**src/rtl/seletor_menor_custo.sv**
```systemverilog
// Per-iteration minimum-cost selector: scans the cost and established-flag memories,
// picks the cheapest non-established node with finite cost and marks it established.
module seletor_menor_custo #(
    parameter int ADDR_WIDTH = 8,
    parameter int COST_WIDTH = 16
) (
    input  logic                  clk,
    input  logic                  rst_n,
    input  logic                  start_in,
    output logic                  cost_rd_en_out,
    output logic [ADDR_WIDTH-1:0] cost_addr_out,
    input  logic [COST_WIDTH-1:0] cost_data_in,
    output logic                  est_rd_en_out,
    output logic [ADDR_WIDTH-1:0] est_addr_out,
    input  logic                  est_data_in,
    output logic                  est_wr_en_out,
    output logic [ADDR_WIDTH-1:0] est_wr_addr_out,
    output logic                  est_wr_data_out,
    output logic                  busy_out,
    output logic                  done_out,
    output logic                  found_out,
    output logic [ADDR_WIDTH-1:0] node_out,
    output logic [COST_WIDTH-1:0] cost_out
);

    typedef enum logic [1:0] {
        S_IDLE,
        S_SCAN,
        S_MARK,
        S_DONE
    } state_t;

    localparam logic [ADDR_WIDTH-1:0] LAST_ADDR = '1;

    state_t                r_state;
    logic [ADDR_WIDTH-1:0] r_cnt;
    logic                  r_best_valid;
    logic [ADDR_WIDTH-1:0] r_best_node;
    logic [COST_WIDTH-1:0] r_best_cost;
    logic                  r_rd_en;
    logic                  r_wr_en;
    logic [ADDR_WIDTH-1:0] r_wr_addr;
    logic                  r_busy;
    logic                  r_done;
    logic                  r_found;
    logic [ADDR_WIDTH-1:0] r_node;
    logic [COST_WIDTH-1:0] r_cost;

    logic w_cand;
    logic w_better;

    // Strict compare keeps the earlier (lower) address on equal costs.
    assign w_cand   = (r_state == S_SCAN) && !est_data_in && (cost_data_in != '1);
    assign w_better = w_cand && (!r_best_valid || (cost_data_in < r_best_cost));

    always_ff @(posedge clk or negedge rst_n) begin
        if (!rst_n) begin
            r_state      <= S_IDLE;
            r_cnt        <= '0;
            r_best_valid <= 1'b0;
            r_best_node  <= '0;
            r_best_cost  <= '0;
            r_rd_en      <= 1'b0;
            r_wr_en      <= 1'b0;
            r_wr_addr    <= '0;
            r_busy       <= 1'b0;
            r_done       <= 1'b0;
            r_found      <= 1'b0;
            r_node       <= '0;
            r_cost       <= '0;
        end else begin
            case (r_state)
                S_IDLE: begin
                    if (start_in) begin
                        r_state      <= S_SCAN;
                        r_cnt        <= '0;
                        r_best_valid <= 1'b0;
                        r_rd_en      <= 1'b1;
                        r_busy       <= 1'b1;
                    end
                end
                S_SCAN: begin
                    if (w_better) begin
                        r_best_valid <= 1'b1;
                        r_best_node  <= r_cnt;
                        r_best_cost  <= cost_data_in;
                    end
                    // Write strobe is registered here, so fold in the last entry's outcome.
                    if (r_cnt == LAST_ADDR) begin
                        r_state   <= S_MARK;
                        r_rd_en   <= 1'b0;
                        r_wr_en   <= r_best_valid | w_cand;
                        r_wr_addr <= w_better ? r_cnt : r_best_node;
                    end else begin
                        r_cnt <= r_cnt + 1'b1;
                    end
                end
                S_MARK: begin
                    r_state <= S_DONE;
                    r_wr_en <= 1'b0;
                    r_done  <= 1'b1;
                    r_found <= r_best_valid;
                    r_node  <= r_best_valid ? r_best_node : '0;
                    r_cost  <= r_best_valid ? r_best_cost : '0;
                end
                S_DONE: begin
                    r_state <= S_IDLE;
                    r_done  <= 1'b0;
                    r_busy  <= 1'b0;
                end
                default: r_state <= S_IDLE;
            endcase
        end
    end

    assign cost_rd_en_out  = r_rd_en;
    assign est_rd_en_out   = r_rd_en;
    assign cost_addr_out   = r_cnt;
    assign est_addr_out    = r_cnt;
    assign est_wr_en_out   = r_wr_en;
    assign est_wr_addr_out = r_wr_addr;
    assign est_wr_data_out = r_wr_en;
    assign busy_out        = r_busy;
    assign done_out        = r_done;
    assign found_out       = r_found;
    assign node_out        = r_node;
    assign cost_out        = r_cost;

endmodule

```
**config.mk**
```make
export PLATFORM = sky130hd
export DESIGN_NAME = seletor_menor_custo
export DESIGN_NICKNAME = d
export VERILOG_FILES = /design/src/rtl/seletor_menor_custo.sv
export SDC_FILE = /design/constraint.sdc
export NUM_CORES = 1
export LEC_CHECK = 0
export ABC_CLOCK_PERIOD_IN_PS = 2800
export BUFFER_PORTS_ARGS = -buffer_cell sky130_fd_sc_hd__buf_2
export CAP_MARGIN = 10
export CORE_ASPECT_RATIO = 1.4
export CORE_MARGIN = 2
export CORE_UTILIZATION = 30
export CTS_BUF_LIST = sky130_fd_sc_hd__clkbuf_16
export CTS_CLUSTER_SIZE = 14
export DETAILED_ROUTE_END_ITERATION = 10
export PLACE_DENSITY = 0.61
export SETUP_SLACK_MARGIN = 0.15
export SLEW_MARGIN = 0
export SYNTH_ARGS = -nofsm -noshare
export SYNTH_HDL_FRONTEND = slang
export SYNTH_SLANG_ARGS = --single-unit
```
**constraint.sdc**
```tcl
create_clock -name clk -period 2.8 [get_ports clk]
set_input_delay 0.14 -clock clk [delete_from_list [all_inputs] [get_ports clk]]
set_output_delay 0.14 -clock clk [all_outputs]
set_load 0.02 [all_outputs]
```
---- After elaboration in Yosys (flattened, before gate mapping) ----
Index checks and enable logic that the tools add are counted.
storage, ports and cells
  logic and storage cells ................. 63
  bits in registers ....................... 72
  output and inout bits ................... 55
  bits of input ports ..................... 20
operators by class
  bitwise gates (word level) .............. 1
  add/sub/neg operators ................... 1
  magnitude comparators ................... 1
  reduce and logical (&&, ||, !) cells .... 19
  equal/unequal tests ..................... 9
  muxes and demuxes ....................... 19
operators with widths
  kind                                                                      count
  8-bit 2-to-1 mux                                                          4
  16-bit < comparator                                                       1
  16-bit 2-to-1 mux                                                         1
  16-bit inequality test (second input constant)                            1
  8-bit one-hot mux with 2 select lines                                     1
  1-bit one-hot mux with 2 select lines                                     5
  2-bit AND reduction                                                       5
  3-bit AND reduction                                                       3
  8-bit by 1-bit adder with 8-bit output (second input constant)            1
  8-bit equality test (second input constant)                               1
  2-bit one-hot mux with 4 select lines                                     1
  2-bit nonzero test                                                        4
  2-bit inequality test (second input constant)                             3
  1-bit 2-to-1 mux                                                          5
  2-bit equality test (second input constant)                               2
  2-bit 2-to-1 mux                                                          2
  1-bit logical AND                                                         3
  2-bit by 1-bit equality test with 1-bit output (second input constant)    1
  1-bit zero test                                                           2
  2-bit zero test                                                           1
  2-bit by 1-bit inequality test with 1-bit output (second input constant)  1
  1-bit logical OR                                                          1
  1-bit bitwise OR                                                          1

---- Logic depth before layout (Yosys ltp) ----
Gate-level depths: netlist (run 1).
  depth after elaboration ................. 6
  mapped depth ............................ 9
  gate-level depth less buffers ........... 8

---- Worst setup path after synthesis (run 1) ----
OpenSTA, ideal clock, no wires.
  path type ............................... register -> register
  from .................................... register r_best_cost[11]
  to ...................................... register r_best_node[7]
  data arrival time ....................... 2,089 ps
  period minus slack after synthesis ...... 2,217 ps
  setup time .............................. 128 ps
  stages on the path, launching flop included .. 9
  slack ................................... 583 ps
  data required time ...................... 2,672 ps
  buffers on the path ..................... 1
  cell sequence ........................... dfrtp_1 -> inv_1 -> ha_1 -> a211oi_1 -> o21ai_1 -> a221o_1 -> a221oi_4 -> buf_6 -> mux2_1
on the way
  longest elaborated chain between the ends .. 4
RTL lines
  what                      RTL line  RTL
  start: declaration        39        logic [COST_WIDTH-1:0] r_best_cost;
  start signal: assignment  86        r_best_cost <= cost_data_in;
  16-bit < comparator       54        assign w_better = w_cand && (!r_best_valid || (cost_data_in < r_best_cost));
  1-bit logical OR          54
  1-bit logical AND         54
  8-bit 2-to-1 mux          --
  end signal: assignment    85        r_best_node <= r_cnt;
  end: declaration          38        logic [ADDR_WIDTH-1:0] r_best_node;
Every way passes these cells.
A chain may end at the register's enable or synchronous reset.

---- Worst setup path after layout (run 1) ----
  from .................................... register r_best_cost[11]
  to ...................................... register r_best_node[6]
Same word-level chain as after synthesis.

==> results.json, run 1 <==
{
  "antenna_found_initial": 0,
  "drtAntennaViolNets": 0,
  "reg2reg_depth": 8,
  "cts_tree": "yes",
  "timing.fmax_mhz": 408.7,
  "cp-end-kind": "register",
  "synth-edff-count": 0,
  "dpl_cell_area_um2": 4018,
  "grt_pass1_wl_um": 13870,
  "status": "finished, final reports clean",
  "cts_sinks": 72,
  "io_buffers": 74,
  "viasPerCell": 4.712,
  "via_count": 2780,
  "ir_drop_uv": 271.4,
  "r2r-start": "r_best_cost[11]$_DFFE_PN0P_",
  "synth.net_count": 411,
  "die_x_um": 95.92,
  "rrSetupSlack_ns": 0.35,
  "cts_max_level": 3,
  "ys_seq_area_share_pct": 50.78,
  "setup_tns_ns": 0,
  "grt_overflow": 0,
  "power.density_nw_per_um2": 699.8,
  "place_congestion": 0.8034,
  "cts_made_buffers": 9,
  "met2WireLength_um": 4409,
  "cts.path.max_buffers": 2,
  "routed_wl_um": 8490,
  "grt.total_usage_pct": 14.23,
  "synth-main-ff-cell": "dfrtp_1",
  "grt_max_degree": 73,
  "post_cts_buffers": 0,
  "detail_route.first_pass.iterations": 4,
  "cts.repair.resized": 0,
  "layout-drive-gt1-share_pct": 23.48,
  "cp_cell_sequence": "inv_1 > ha_1 > a211oi_1 > o21ai_1 > a221o_1 > a221oi_4 > buf_4 > mux2_1",
  "synthCells": 370,
  "async_flop_share_pct": 100.0,
  "area_growth_pct": 21.58,
  "start_util_pct": 30.32,
  "worst-path-max-fanout": 20,
  "cp_slowest_cell": "dfrtp_1",
  "cp_num_buf_inv": 2,
  "wl_per_cell_um": 14.39,
  "crit_end": "r_best_node[6]$_DFFE_PN0P_",
  "skew_ns": 0.005720,
  "path_depth": 8,
  "ios": 75,
  "grt_pass1_vias": 2739,
  "dieArea_um2": 12730,
  "p_leak_nw": 2.094,
  "critical_path_class": "reg -> reg",
  "top_layer": "met4",
  "nets": 479,
  "fin_crit_ns": 2.447,
  "tightest_slew_ns": 0.9422,
  "finalCritPeriodShare_pct": 87.38,
  "critPathLaunch": "r_best_cost[11]$_DFFE_PN0P_",
  "r2r-end": "r_best_node[6]$_DFFE_PN0P_",
  "hold_path_class": "in -> async",
  "cpLargestDelayFamily": "compound AO/OA/AOI/OAI gates",
  "clock_latency_ns": 0.33,
  "num_rows": 47,
  "critPathRequiredTime_ns": 3.01,
  "diodes": 0,
  "stdcell_area_um2": 4314,
  "critPathMaxStageDelay_ns": 0.37,
  "setup_violations": 0,
  "clk_transition_reported_paths_ns": 0.06,
  "relSlewSlack_pct": 37.19,
  "hold_buffers": 0,
  "dr_wl_met3_um": 390,
  "worstPathArrival_ns": 2.66,
  "startpoint_type": "register",
  "hpwl_um": 6202,
  "synth_warnings": 0,
  "drc": 0,
  "finalHoldViolCount": 0,
  "clock-root-buffer": "clkbuf_16",
  "synth_cell_types": 38,
  "die_h_um": 132.7,
  "rsz0062_at_grt": "false",
  "drv_cap": 0,
  "m1WireLength_um": 3559,
  "ys_seq_elements": 72,
  "drv_slew": 0,
  "core-area_um2": 11700,
  "drt_iter0_markers": 163,
  "syn-cell-area_um2": 3548,
  "avgSynthCellArea_um2": 9.590
}
-- cells by family after synthesis --
kind of cell,share of synthesized area (%)
mux,4.619
flops,50.78
buf+inv,8.850
xor+xnor,1.481
simple gates,15.83
compound gates,11.04
fa+ha+maj,7.405
-- final cells by class --
class                   instances  area [um^2]
fillers                      1201         7388
flip-flops and latches         72         1802
multi-input cells             227         1433
repair buffers                 81        422.9
clock buffers                   9        225.2
well taps                     147        183.9
inverters                      47        176.4
clock inverters                 7        71.32
-- per-stage QoR --
step	utilization (%)	hold slack, ns	worst slack (ns)	instances	total power, mW
3_3_place_gp	34.33	0.3865	0.4676	574	1.865
3_5_place_dp	34.33	0.3888	0.3851	574	1.893
2_1_floorplan	-	-0.1556	0.5831	370	1.720
6_report	36.87	0.02172	0.3533	590	3.019
4_1_cts	36.87	0.03945	0.3663	590	3.050
5_1_grt	36.87	0.06664	0.1843	590	3.186
-- registers in the layout, summed over array words and instances (netlist names), 2 cells and up --
name	cells
r_best_cost	16
r_state	2
cost_addr_out	8
r_best_node	8
cost_out	16
est_wr_addr_out	8
node_out	8
-- synth_stat cells (2+ instances only) --
cell | number | share of area (%)
a21o_1 | 3 | 0.63
o21ai_0 | 43 | 6.1
and3_1 | 3 | 0.53
nand3_1 | 26 | 3.7
nor3_1 | 11 | 1.6
and2_1 | 3 | 0.53
xor2_1 | 5 | 1.2
buf_4 | 10 | 2.1
nand2_1 | 40 | 4.2
nand4_1 | 6 | 1.1
mux2i_1 | 4 | 1.1
inv_1 | 47 | 5.0
clkbuf_1 | 11 | 1.2
or2_2 | 3 | 0.53
nor2_1 | 19 | 2.0
nand2b_1 | 3 | 0.53
mux2_2 | 3 | 0.95
ha_1 | 21 | 7.4
a21oi_1 | 7 | 0.99
buf_2 | 2 | 0.28
a211o_1 | 2 | 0.49
dfrtp_1 | 72 | 51
nor2b_1 | 3 | 0.53
mux2_1 | 8 | 2.5
nor3b_1 | 2 | 0.42
-- layer usage --
metal	GRT usage, %	vias up
li1	-	1358
met1	17.33	1346
met2	24.09	64
met3	3.303	12
met4	5.238	0
met5	0	-
-- worst register-to-register path, cell delays in order, from the launching register on --
cell and delay [ns]:
dfrtp_1 0.37, inv_1 0.08, ha_1 0.24, a211oi_1 0.22, o21ai_1 0.11, a221o_1 0.36, a221oi_4 0.31, buf_4 0.29
mux2_1 0.36
-- cells in the final DEF, fill, tap and decap left out, types with 9 or more instances in the layout --
cell,instances
dfrtp_1,72
nor2_1,19
nand2_1,40
inv_1,47
ha_1,21
clkbuf_16,9
nand3_1,26
buf_2,74
nor3_1,11
o21ai_0,43
-- where the power goes --
group          leakage [nW]  switching [mW]  total, mW  internal (mW)
clock                 0.139           0.449       1.14          0.689
combinational          1.06           0.343      0.595          0.253
sequential            0.897          0.0962       1.29           1.19
total                  2.09           0.888       3.02           2.13
-- worst min-delay path by stage --
stage	to	depth (start not counted)	slack [ns]	start
3_5_place_dp	r_best_cost[10]$_DFFE_PN0P_	3	0.39	cost_data_in[10]
6_report	cost_out[7]$_DFFE_PN0P_	2	0.02	rst_n
2_1_floorplan	busy_out$_DFFE_PN0P_	0	-0.16	rst_n
3_3_place_gp	r_best_cost[9]$_DFFE_PN0P_	3	0.39	cost_data_in[9]
5_1_grt	r_best_cost[9]$_DFFE_PN0P_	3	0.07	cost_data_in[9]
4_1_cts	r_best_cost[10]$_DFFE_PN0P_	3	0.04	cost_data_in[10]
(Power assumes the default switching activity.)
==> run 2: changes to the inputs <==
--- a/config.mk
+++ b/config.mk
@@ -6,7 +6,7 @@
 export NUM_CORES = 1
 export LEC_CHECK = 0
 export ABC_CLOCK_PERIOD_IN_PS = 2800
-export BUFFER_PORTS_ARGS = -buffer_cell sky130_fd_sc_hd__buf_2
+export BUFFER_PORTS_ARGS = -buffer_cell sky130_fd_sc_hd__buf_4
 export CAP_MARGIN = 10
 export CORE_ASPECT_RATIO = 1.4
 export CORE_MARGIN = 2
@@ -14,7 +14,7 @@
 export CTS_BUF_LIST = sky130_fd_sc_hd__clkbuf_16
 export CTS_CLUSTER_SIZE = 14
 export DETAILED_ROUTE_END_ITERATION = 10
-export PLACE_DENSITY = 0.61
+export PLACE_DENSITY_LB_ADDON = 0.25
 export SETUP_SLACK_MARGIN = 0.15
 export SLEW_MARGIN = 0
 export SYNTH_ARGS = -nofsm -noshare
==> results.json, run 2 (synthesized netlist as in run 1, its figures left out) <==
{
  "status": "finished, final reports clean",
  "clock-root-buffer": "clkbuf_16",
  "layout_commonest_cell": "buf_4",
  "grt_max_degree": 73,
  "ios": 75,
  "swShare_pct": 28.18,
  "clk_transition_reported_paths_ns": 0.06,
  "diodes": 0,
  "place_congestion": 0.8427,
  "drc": 0,
  "finalCritPeriodShare_pct": 84.64,
  "critPathLaunch": "r_best_cost[11]$_DFFE_PN0P_",
  "p_int_mw": 2.227,
  "dieArea_um2": 12730,
  "num_rows": 47,
  "finalHoldViolCount": 0,
  "via_count": 2757,
  "pwr-share-comb_pct": 19.4,
  "grt_pass1_vias": 2765,
  "viasPerCell": 4.657,
  "cts_max_level": 3,
  "grt_overflow": 0,
  "cp_cell_sequence": "inv_1 > ha_1 > a211oi_1 > o21ai_1 > a221o_1 > a221oi_4 > buf_4 > mux2_1",
  "die_h_um": 132.7,
  "core-area_um2": 11700,
  "seq_area_um2": 1802,
  "cts_sinks": 72,
  "setup_violations": 0,
  "cts.repair.resized": 0,
  "setup_ws_ns": 0.4301,
  "rrSetupSlack_ns": 0.43,
  "tightest_slew_ns": 0.9670,
  "drv_cap": 0,
  "post-place-ws_ns": 0.4256,
  "power.density_nw_per_um2": 684.2,
  "r2r-start": "r_best_cost[11]$_DFFE_PN0P_",
  "rsz0062_at_grt": "false",
  "clock_latency_ns": 0.34,
  "r2r-end": "r_best_node[6]$_DFFE_PN0P_",
  "hold_path_class": "in -> reg",
  "critical_path_class": "reg -> reg",
  "mostFrequentLayoutCells": "buf_4, dfrtp_1, inv_1",
  "nets": 481,
  "io_buffers": 74,
  "multi_input_area_um2": 1433,
  "pwr-share-clk_pct": 39.3,
  "p_leak_nw": 2.160,
  "hpwl_um": 6111,
  "cp-end-kind": "register",
  "fill_cells": 1190,
  "die_x_um": 95.92,
  "skew_ns": 0.004788,
  "grt.total_usage_pct": 14.25,
  "cp_slowest_cell": "a221o_1",
  "drtAntennaViolNets": 0,
  "startpoint_type": "register",
  "drt_iter0_markers": 63,
  "layout-drive-gt1-share_pct": 23.37,
  "reg2reg_depth": 8,
  "path_depth": 8,
  "cp_num_buf_inv": 2,
  "critPathRequiredTime_ns": 3.02,
  "drv_slew": 0,
  "fin_crit_ns": 2.370,
  "seqPwrFrac_pct": 41.3,
  "detail_route.first_pass.iterations": 4,
  "post_cts_buffers": 0,
  "p_sw_mw": 0.8739,
  "worstPathArrival_ns": 2.59,
  "cts_made_buffers": 9,
  "cpLargestDelayFamily": "compound AO/OA/AOI/OAI gates",
  "cts_tree": "yes",
  "crit_end": "r_best_node[6]$_DFFE_PN0P_",
  "wl_per_cell_um": 14.44,
  "relSlewSlack_pct": 35.53,
  "antenna_found_initial": 0,
  "setup_tns_ns": 0,
  "critPathMaxStageDelay_ns": 0.36,
  "routed_wl_um": 8551,
  "ir_drop_uv": 352.6,
  "timing.fmax_mhz": 422.0,
  "area_growth_pct": 27.72,
  "cts.path.max_buffers": 2,
  "start_util_pct": 30.32,
  "grt_pass1_wl_um": 13820,
  "worst-path-max-fanout": 15
}
[run 2: per-layer routing]
metal / vias up / track usage [%] / routed length, um
li1: 1364 / - / -
met1: 1313 / 17.96 / 3728
met2: 63 / 22.88 / 4240
met3: 17 / 4.043 / 394
met4: 0 / 5.476 / 188
met5: - / 0 / 0
[run 2: worst min path at each step]
stage / start / endpoint / cells after the start
global placement: rst_n / node_out[6]$_DFFE_PN0P_ / 1
finish: cost_data_in[5] / r_best_cost[5]$_DFFE_PN0P_ / 3
CTS: cost_data_in[5] / r_best_cost[5]$_DFFE_PN0P_ / 3
floorplan: rst_n / busy_out$_DFFE_PN0P_ / 0
detailed placement: rst_n / node_out[5]$_DFFE_PN0P_ / 1
global route: cost_data_in[5] / r_best_cost[5]$_DFFE_PN0P_ / 3
[run 2: what timing repair did]
action                                  CTS  global route
hold buffers                              1             0
endpoints found under the setup margin    0             0
endpoints found under the hold margin    61             0
[run 2: area by class of cell]
type	count	share of cell area (%)
sequential	72	39.76
clock inverter	7	1.905
timing repair buffer	83	13.80
multi-input combinational	227	31.61
inverter	47	3.893
clock buffer	9	4.970
tap	147	4.059
[run 2: worst reg2reg max path, cell delays in order (launching register included)]
cell and delay (ns):
dfrtp_1 0.35, inv_1 0.06, ha_1 0.28, a211oi_1 0.20, o21ai_1 0.10, a221o_1 0.36, a221oi_4 0.33, buf_4 0.25
mux2_1 0.34
[run 2: power by group through the flow]
stage / Clock, mW / Combinational (mW) / Sequential, mW
floorplan: 0 / 0.448 / 1.27
CTS: 1.24 / 0.611 / 1.28
finish: 1.22 / 0.601 / 1.28
detailed placement: 0 / 0.603 / 1.30
global route: 1.30 / 0.689 / 1.30
global placement: 0 / 0.589 / 1.30
[run 2: stage by stage]
step / cells / instance area [um^2] / power, mW / hold slack [ns] / util [%]
final: 592 / 4532 / 3.101 / 0.02683 / 38.73
after global placement: 575 / 4210 / 1.887 / 0.3381 / 35.98
after floorplan: 370 / 3548 / 1.720 / -0.1556 / -
after global routing: 592 / 4532 / 3.290 / 0.03004 / 38.73
after CTS: 592 / 4532 / 3.137 / 0.01968 / 38.73
after detailed placement: 575 / 4210 / 1.903 / 0.3513 / 35.98
